$ cat config.mk
export PLATFORM = sky130hd
export DESIGN_NAME = scan_sel_gen
export DESIGN_NICKNAME = d
export VERILOG_FILES = /design/src/rtl/scan_pkg.sv /design/src/rtl/tick_prescaler.sv /design/src/rtl/scan_sel_gen.sv
export SDC_FILE = /design/constraint.sdc
export NUM_CORES = 1
export LEC_CHECK = 0
export BUFFER_PORTS_ARGS = -buffer_cell sky130_fd_sc_hd__buf_2
export CAP_MARGIN = 0
export CORE_UTILIZATION = 52
export CTS_BUF_LIST = sky130_fd_sc_hd__clkbuf_4 sky130_fd_sc_hd__clkbuf_8
export DETAILED_ROUTE_END_ITERATION = 8
export GPL_ROUTABILITY_DRIVEN = 0
export HOLD_SLACK_MARGIN = 0.1
export PLACE_DENSITY = 0.78
export SYNTH_ARGS = -nofsm -noshare
export SYNTH_HDL_FRONTEND = slang
export SYNTH_SLANG_ARGS = --single-unit
export TNS_END_PERCENT = 50
$ cat constraint.sdc
create_clock -name clk -period 1.8 [get_ports clk]
set_input_delay 0.54 -clock clk [delete_from_list [all_inputs] [get_ports clk]]
set_output_delay 0.54 -clock clk [all_outputs]
set_load 0.02 [all_outputs]
$ cat src/rtl/scan_pkg.sv
// Shared types and constants for the LED select generator and its prescaler.
package scan_pkg;

  localparam int               SEL_W   = 5;
  localparam logic [SEL_W-1:0] SEL_MAX = 5'd31;

  localparam logic DIR_UP = 1'b1;
  localparam logic DIR_DN = 1'b0;

  typedef enum logic [1:0] {
    IDLE = 2'b00,
    SCAN = 2'b01,
    DONE = 2'b10
  } state_e;

  typedef enum logic [1:0] {
    MODE_UP   = 2'b00,
    MODE_DOWN = 2'b01,
    MODE_PP   = 2'b10,
    MODE_ONE  = 2'b11
  } mode_e;

endpackage

$ cat src/rtl/tick_prescaler.sv
// Step-rate divider: counts 0..PRESCALE-1 while enabled and flags the terminal count.
// tick is decoded from the count register; clr wins over counting and masks tick.
module tick_prescaler #(
  parameter int PRESCALE = 4
) (
  input  logic clk,
  input  logic rst_n,
  input  logic clr,
  input  logic cnt_en,
  output logic tick
);

  localparam int            CW   = (PRESCALE > 1) ? $clog2(PRESCALE) : 1;
  localparam logic [CW-1:0] LAST = CW'(PRESCALE - 1);

  logic [CW-1:0] cnt_q, cnt_d;

  assign tick = cnt_en && !clr && (cnt_q == LAST);

  always_comb begin
    cnt_d = cnt_q;
    if (clr) begin
      cnt_d = '0;
    end else if (cnt_en) begin
      cnt_d = tick ? '0 : cnt_q + CW'(1);
    end
  end

  always_ff @(posedge clk or negedge rst_n) begin
    if (!rst_n) begin
      cnt_q <= '0;
    end else begin
      cnt_q <= cnt_d;
    end
  end

endmodule

$ cat src/rtl/scan_sel_gen.sv
// Select/enable generator for the 32-output LED decoder: up, down, ping-pong or single-shot
// stepping at a prescaled rate. All outputs are registered.
module scan_sel_gen
  import scan_pkg::*;
#(
  parameter int PRESCALE = 4
) (
  input  logic             clk,
  input  logic             rst_n,
  input  logic             run,
  input  logic [1:0]       mode,
  input  logic             load,
  input  logic [SEL_W-1:0] load_val,
  output logic [SEL_W-1:0] sel,
  output logic             en,
  output logic             wrap,
  output logic             busy
);

  state_e           state_q;
  logic [SEL_W-1:0] sel_q;
  logic             dir_q;
  logic             en_q;
  logic             busy_q;
  logic             wrap_q;

  logic [SEL_W-1:0] step_sel_d;
  logic             step_dir_d;
  logic             step_wrap_d;
  logic             step_done_d;
  logic             tick;
  logic             presc_clr;
  logic             presc_en;
  mode_e            mode_s;

  assign mode_s    = mode_e'(mode);
  assign presc_clr = load || (state_q != SCAN);
  assign presc_en  = (state_q == SCAN) && run;

  tick_prescaler #(
    .PRESCALE (PRESCALE)
  ) u_presc (
    .clk    (clk),
    .rst_n  (rst_n),
    .clr    (presc_clr),
    .cnt_en (presc_en),
    .tick   (tick)
  );

  // Candidate next select for a step; mode is sampled here so a change lands on the next step.
  always_comb begin
    step_sel_d  = sel_q;
    step_dir_d  = dir_q;
    step_wrap_d = 1'b0;
    step_done_d = 1'b0;
    case (mode_s)
      MODE_UP: begin
        step_sel_d  = sel_q + SEL_W'(1);
        step_wrap_d = (sel_q == SEL_MAX);
      end
      MODE_DOWN: begin
        step_sel_d  = sel_q - SEL_W'(1);
        step_wrap_d = (sel_q == '0);
      end
      MODE_PP: begin
        if (dir_q == DIR_UP) begin
          if (sel_q == SEL_MAX) begin
            step_sel_d  = SEL_MAX - SEL_W'(1);
            step_dir_d  = DIR_DN;
            step_wrap_d = 1'b1;
          end else begin
            step_sel_d = sel_q + SEL_W'(1);
          end
        end else begin
          if (sel_q == '0) begin
            step_sel_d  = SEL_W'(1);
            step_dir_d  = DIR_UP;
            step_wrap_d = 1'b1;
          end else begin
            step_sel_d = sel_q - SEL_W'(1);
          end
        end
      end
      default: begin
        if (sel_q == SEL_MAX) begin
          step_done_d = 1'b1;
          step_wrap_d = 1'b1;
        end else begin
          step_sel_d = sel_q + SEL_W'(1);
        end
      end
    endcase
  end

  always_ff @(posedge clk or negedge rst_n) begin
    if (!rst_n) begin
      state_q <= IDLE;
      sel_q   <= '0;
      dir_q   <= DIR_UP;
      en_q    <= 1'b0;
      busy_q  <= 1'b0;
      wrap_q  <= 1'b0;
    end else begin
      wrap_q <= 1'b0;
      if (load) begin
        sel_q <= load_val;
        dir_q <= DIR_UP;
      end
      case (state_q)
        IDLE: begin
          if (run) begin
            state_q <= SCAN;
            en_q    <= 1'b1;
            busy_q  <= 1'b1;
          end
        end
        SCAN: begin
          // Dropping run discards any step due on this edge.
          if (!run) begin
            state_q <= IDLE;
            en_q    <= 1'b0;
            busy_q  <= 1'b0;
          end else if (tick && !load) begin
            sel_q  <= step_sel_d;
            dir_q  <= step_dir_d;
            wrap_q <= step_wrap_d;
            if (step_done_d) begin
              state_q <= DONE;
              en_q    <= 1'b0;
              busy_q  <= 1'b0;
            end
          end
        end
        DONE: begin
          if (!run || load) begin
            state_q <= IDLE;
          end
        end
        default: begin
          state_q <= IDLE;
          en_q    <= 1'b0;
          busy_q  <= 1'b0;
        end
      endcase
    end
  end

  assign sel  = sel_q;
  assign en   = en_q;
  assign wrap = wrap_q;
  assign busy = busy_q;

endmodule

==> out/results.txt <==
Status = finished, violations left
Failing checks = negative setup slack
Min cycle time layout = 1960 ps
DRT iter0 DRCs = 51
Largest net degree at the start of global routing = 15
RR Endpoint = sel[0]$_DFFE_PN0P_
DR pass1 iterations = 4
Worst path bufs/invs = 0
Area growth syn-to-layout = 32.9%
Peak Freq = 0.510 GHz
Vias = 1155
Nets = 191
Reg clk slew, reported paths = 90 ps
H-tree levels = 1
ANT cells = 0
Syn Area/Cell = 8.57 um2
Synthesis-stage register bit count = 12
Die extent in y = 48.1 um
Placed instance area = 1420 um2
Remaining antenna violation count = 0
Die area = 2320 um2
Worst Skew = 9.35 ps
Reg2Reg Depth = 7
CTS Buffer Depth = 2
CP cell instances = ha_4 -> and3_4 -> ha_4 -> or4b_4 -> nand4_1 -> a21o_1 -> a21oi_1
Final Cell Area = 1470 um2
Clk sink count = 12
Worst path slowest cell = or4b_4
Remaining DRCs = 0
CTS tree = built
Post-DP HPWL = 2190 um
Chip width = 48.1 um
Max-cap check violation count = 0
Slew Limit Fails = 0
Clk root buf = clkbuf_4
Setup Fix Bufs, Post-CTS = 0
Crit-path most repeated cell = ha_4
Critical path class = reg -> reg
Fin. Hold Viols = 0
Worst-Margin Slew = 417 ps
Filler instances = 147
Setup crit end = sel[0]$_DFFE_PN0P_
Yosys warnings = 0
Number of global-route vias before repair = 1038
RSZ-0062 raised after global routing = true
Final setup viols = 5
Primary FF master, synth = dfrtp_1
Relative slew slack = 0.715
Global-route wire length before repair = 4470 um
Reg2Reg Setup Slack = -160 ps
GR Overflow Total = 0
Period utilization = 1.09
Seq/Total Area, Yosys = 0.273
Power per Cell Area = 552 nW/um2
Port Buf Inserts = 18
Num rows = 16
Number of synthesized flops with an enable pin = 0
Total Wirelength = 2970 um
Crit-path max FO = 5
Vias/cell = 5.89
Post-synth design cell area = 1110 um2
Hold WC Path Type = in -> async
Critical Path Stages = 7
GRT Total Usage = 0.285
Critical Path RT = 1950 ps
Setup WS post-layout = -160 ps
Most frequent cells in the layout = 25 x buf_4, 18 x buf_2, 13 x inv_1, 9 x a21oi_1
WP data arrival = 2110 ps
Synth Net Count = 150
Worst r2r src = sel[1]$_DFFE_PN0P_
Highest cell delay on the worst timing path = 470 ps
Ys async rst share = 1.00
Pre-CTS setup slack = -271 ps
Initial antenna violation count = 0
Initial core utilization = 0.558
DR WL/cell = 15.2 um
Setup TNS = -711 ps
Setup crit start kind = register
Top Ports = 19
Syn Inst Count = 129
CP delay by family, top = simple AND/OR/NAND/NOR gates
Leakage = 0.672 nW
Clock Latency Late Sink = 280 ps
Synth unique cells = 52
TritonCTS Buffers = 3
Core area = 1980 um2
CP Launch Point = sel[1]$_DFFE_PN0P_
Most common cell after layout, fill and taps aside = buf_4
Worst vdd ir = 0.507 mV
Critical path endpoint category = register
Layout cell share with drive strength beyond 1 = 0.391
==> cells by family after synthesis <==
logic type,after synthesis,share of synthesized area
simple gates,47,0.257
compound gates,35,0.225
buf+inv,21,0.0995
flops,12,0.273
fa+ha+maj,10,0.113
xor+xnor,3,0.0238
mux,1,0.00905
==> cells in the mapped netlist (all sizes together), types with 2 or more instances <==
master / instances / share of area
nand3: 4 / 0.018
dfrtp: 11 / 0.25
nand2b: 3 / 0.017
ha: 10 / 0.11
xor2: 2 / 0.016
a221oi: 3 / 0.024
nor2: 8 / 0.027
inv: 14 / 0.048
and3: 2 / 0.012
nand2: 5 / 0.017
or4b: 2 / 0.021
and2: 2 / 0.011
nand4: 2 / 0.011
a21oi: 10 / 0.045
o31a: 3 / 0.024
nor3: 5 / 0.023
o21ai: 4 / 0.021
nor2b: 4 / 0.023
or2b: 2 / 0.015
buf: 6 / 0.049
a2111oi: 2 / 0.016
==> stage by stage <==
step | power, mW | hold slack [ps] | util | cells
after detailed placement | 0.582 | 441 | 0.715 | 192
after global routing | 0.859 | 146 | 0.742 | 196
after CTS | 0.810 | 133 | 0.734 | 196
after global placement | 0.572 | 437 | 0.715 | 192
after floorplan | 0.479 | 244 | - | 129
final | 0.811 | 132 | 0.742 | 196
==> worst register-to-register path, stage by stage, from the launching register on <==
cell,delay [ps]
dfrtp_2,410
ha_4,150
and3_4,200
ha_4,150
or4b_4,470
nand4_1,240
a21o_1,160
a21oi_1,50
==> layout make-up <==
class	count	area (um2)	share of cell area
clock buffers	4	36.3	0.0247
inverters	14	52.6	0.0357
multi-input cells	96	764	0.520
flip-flops and latches	12	305	0.208
well taps	27	33.8	0.0230
repair buffers	43	278	0.189
==> repair_timing <==
item	CTS	global route
hold buffers	0	0
pin swaps	4	2
endpoints found under the setup margin	5	6
gates resized for setup	0	3
==> state kept, by name, indices dropped and copies added (netlist names) <==
signal / count
busy: 1
dir_q: 1
sel: 5
state_q: 2
u_presc.cnt_q: 2
wrap: 1
==> where the power goes <==
group / leakage (nW) / total [mW] / internal, mW / switching, mW
Sequential: 0.143 / 0.303 / 0.286 / 0.0176
Combinational: 0.508 / 0.284 / 0.131 / 0.152
Clock: 0.0210 / 0.224 / 0.123 / 0.101
Total: 0.672 / 0.811 / 0.540 / 0.271
==> worst min path at each step <==
stage / slack, ps / to / cells past startpoint
4_1_cts: 130 / sel[4]$_DFFE_PN0P_ / 1
6_report: 130 / sel[2]$_DFFE_PN0P_ / 1
2_1_floorplan: 240 / busy$_DFFE_PN0P_ / 0
3_5_place_dp: 440 / sel[3]$_DFFE_PN0P_ / 1
5_1_grt: 150 / sel[3]$_DFFE_PN0P_ / 1
3_3_place_gp: 440 / sel[3]$_DFFE_PN0P_ / 1
==> layer usage <==
layer / up-vias / track usage / wire (um)
li1: 551 / - / -
met1: 545 / 0.349 / 1230
met2: 46 / 0.511 / 1490
met3: 13 / 0.0370 / 160
met4: 0 / 0.100 / 85
met5: - / 0 / 0
(Power assumes the default switching activity.)
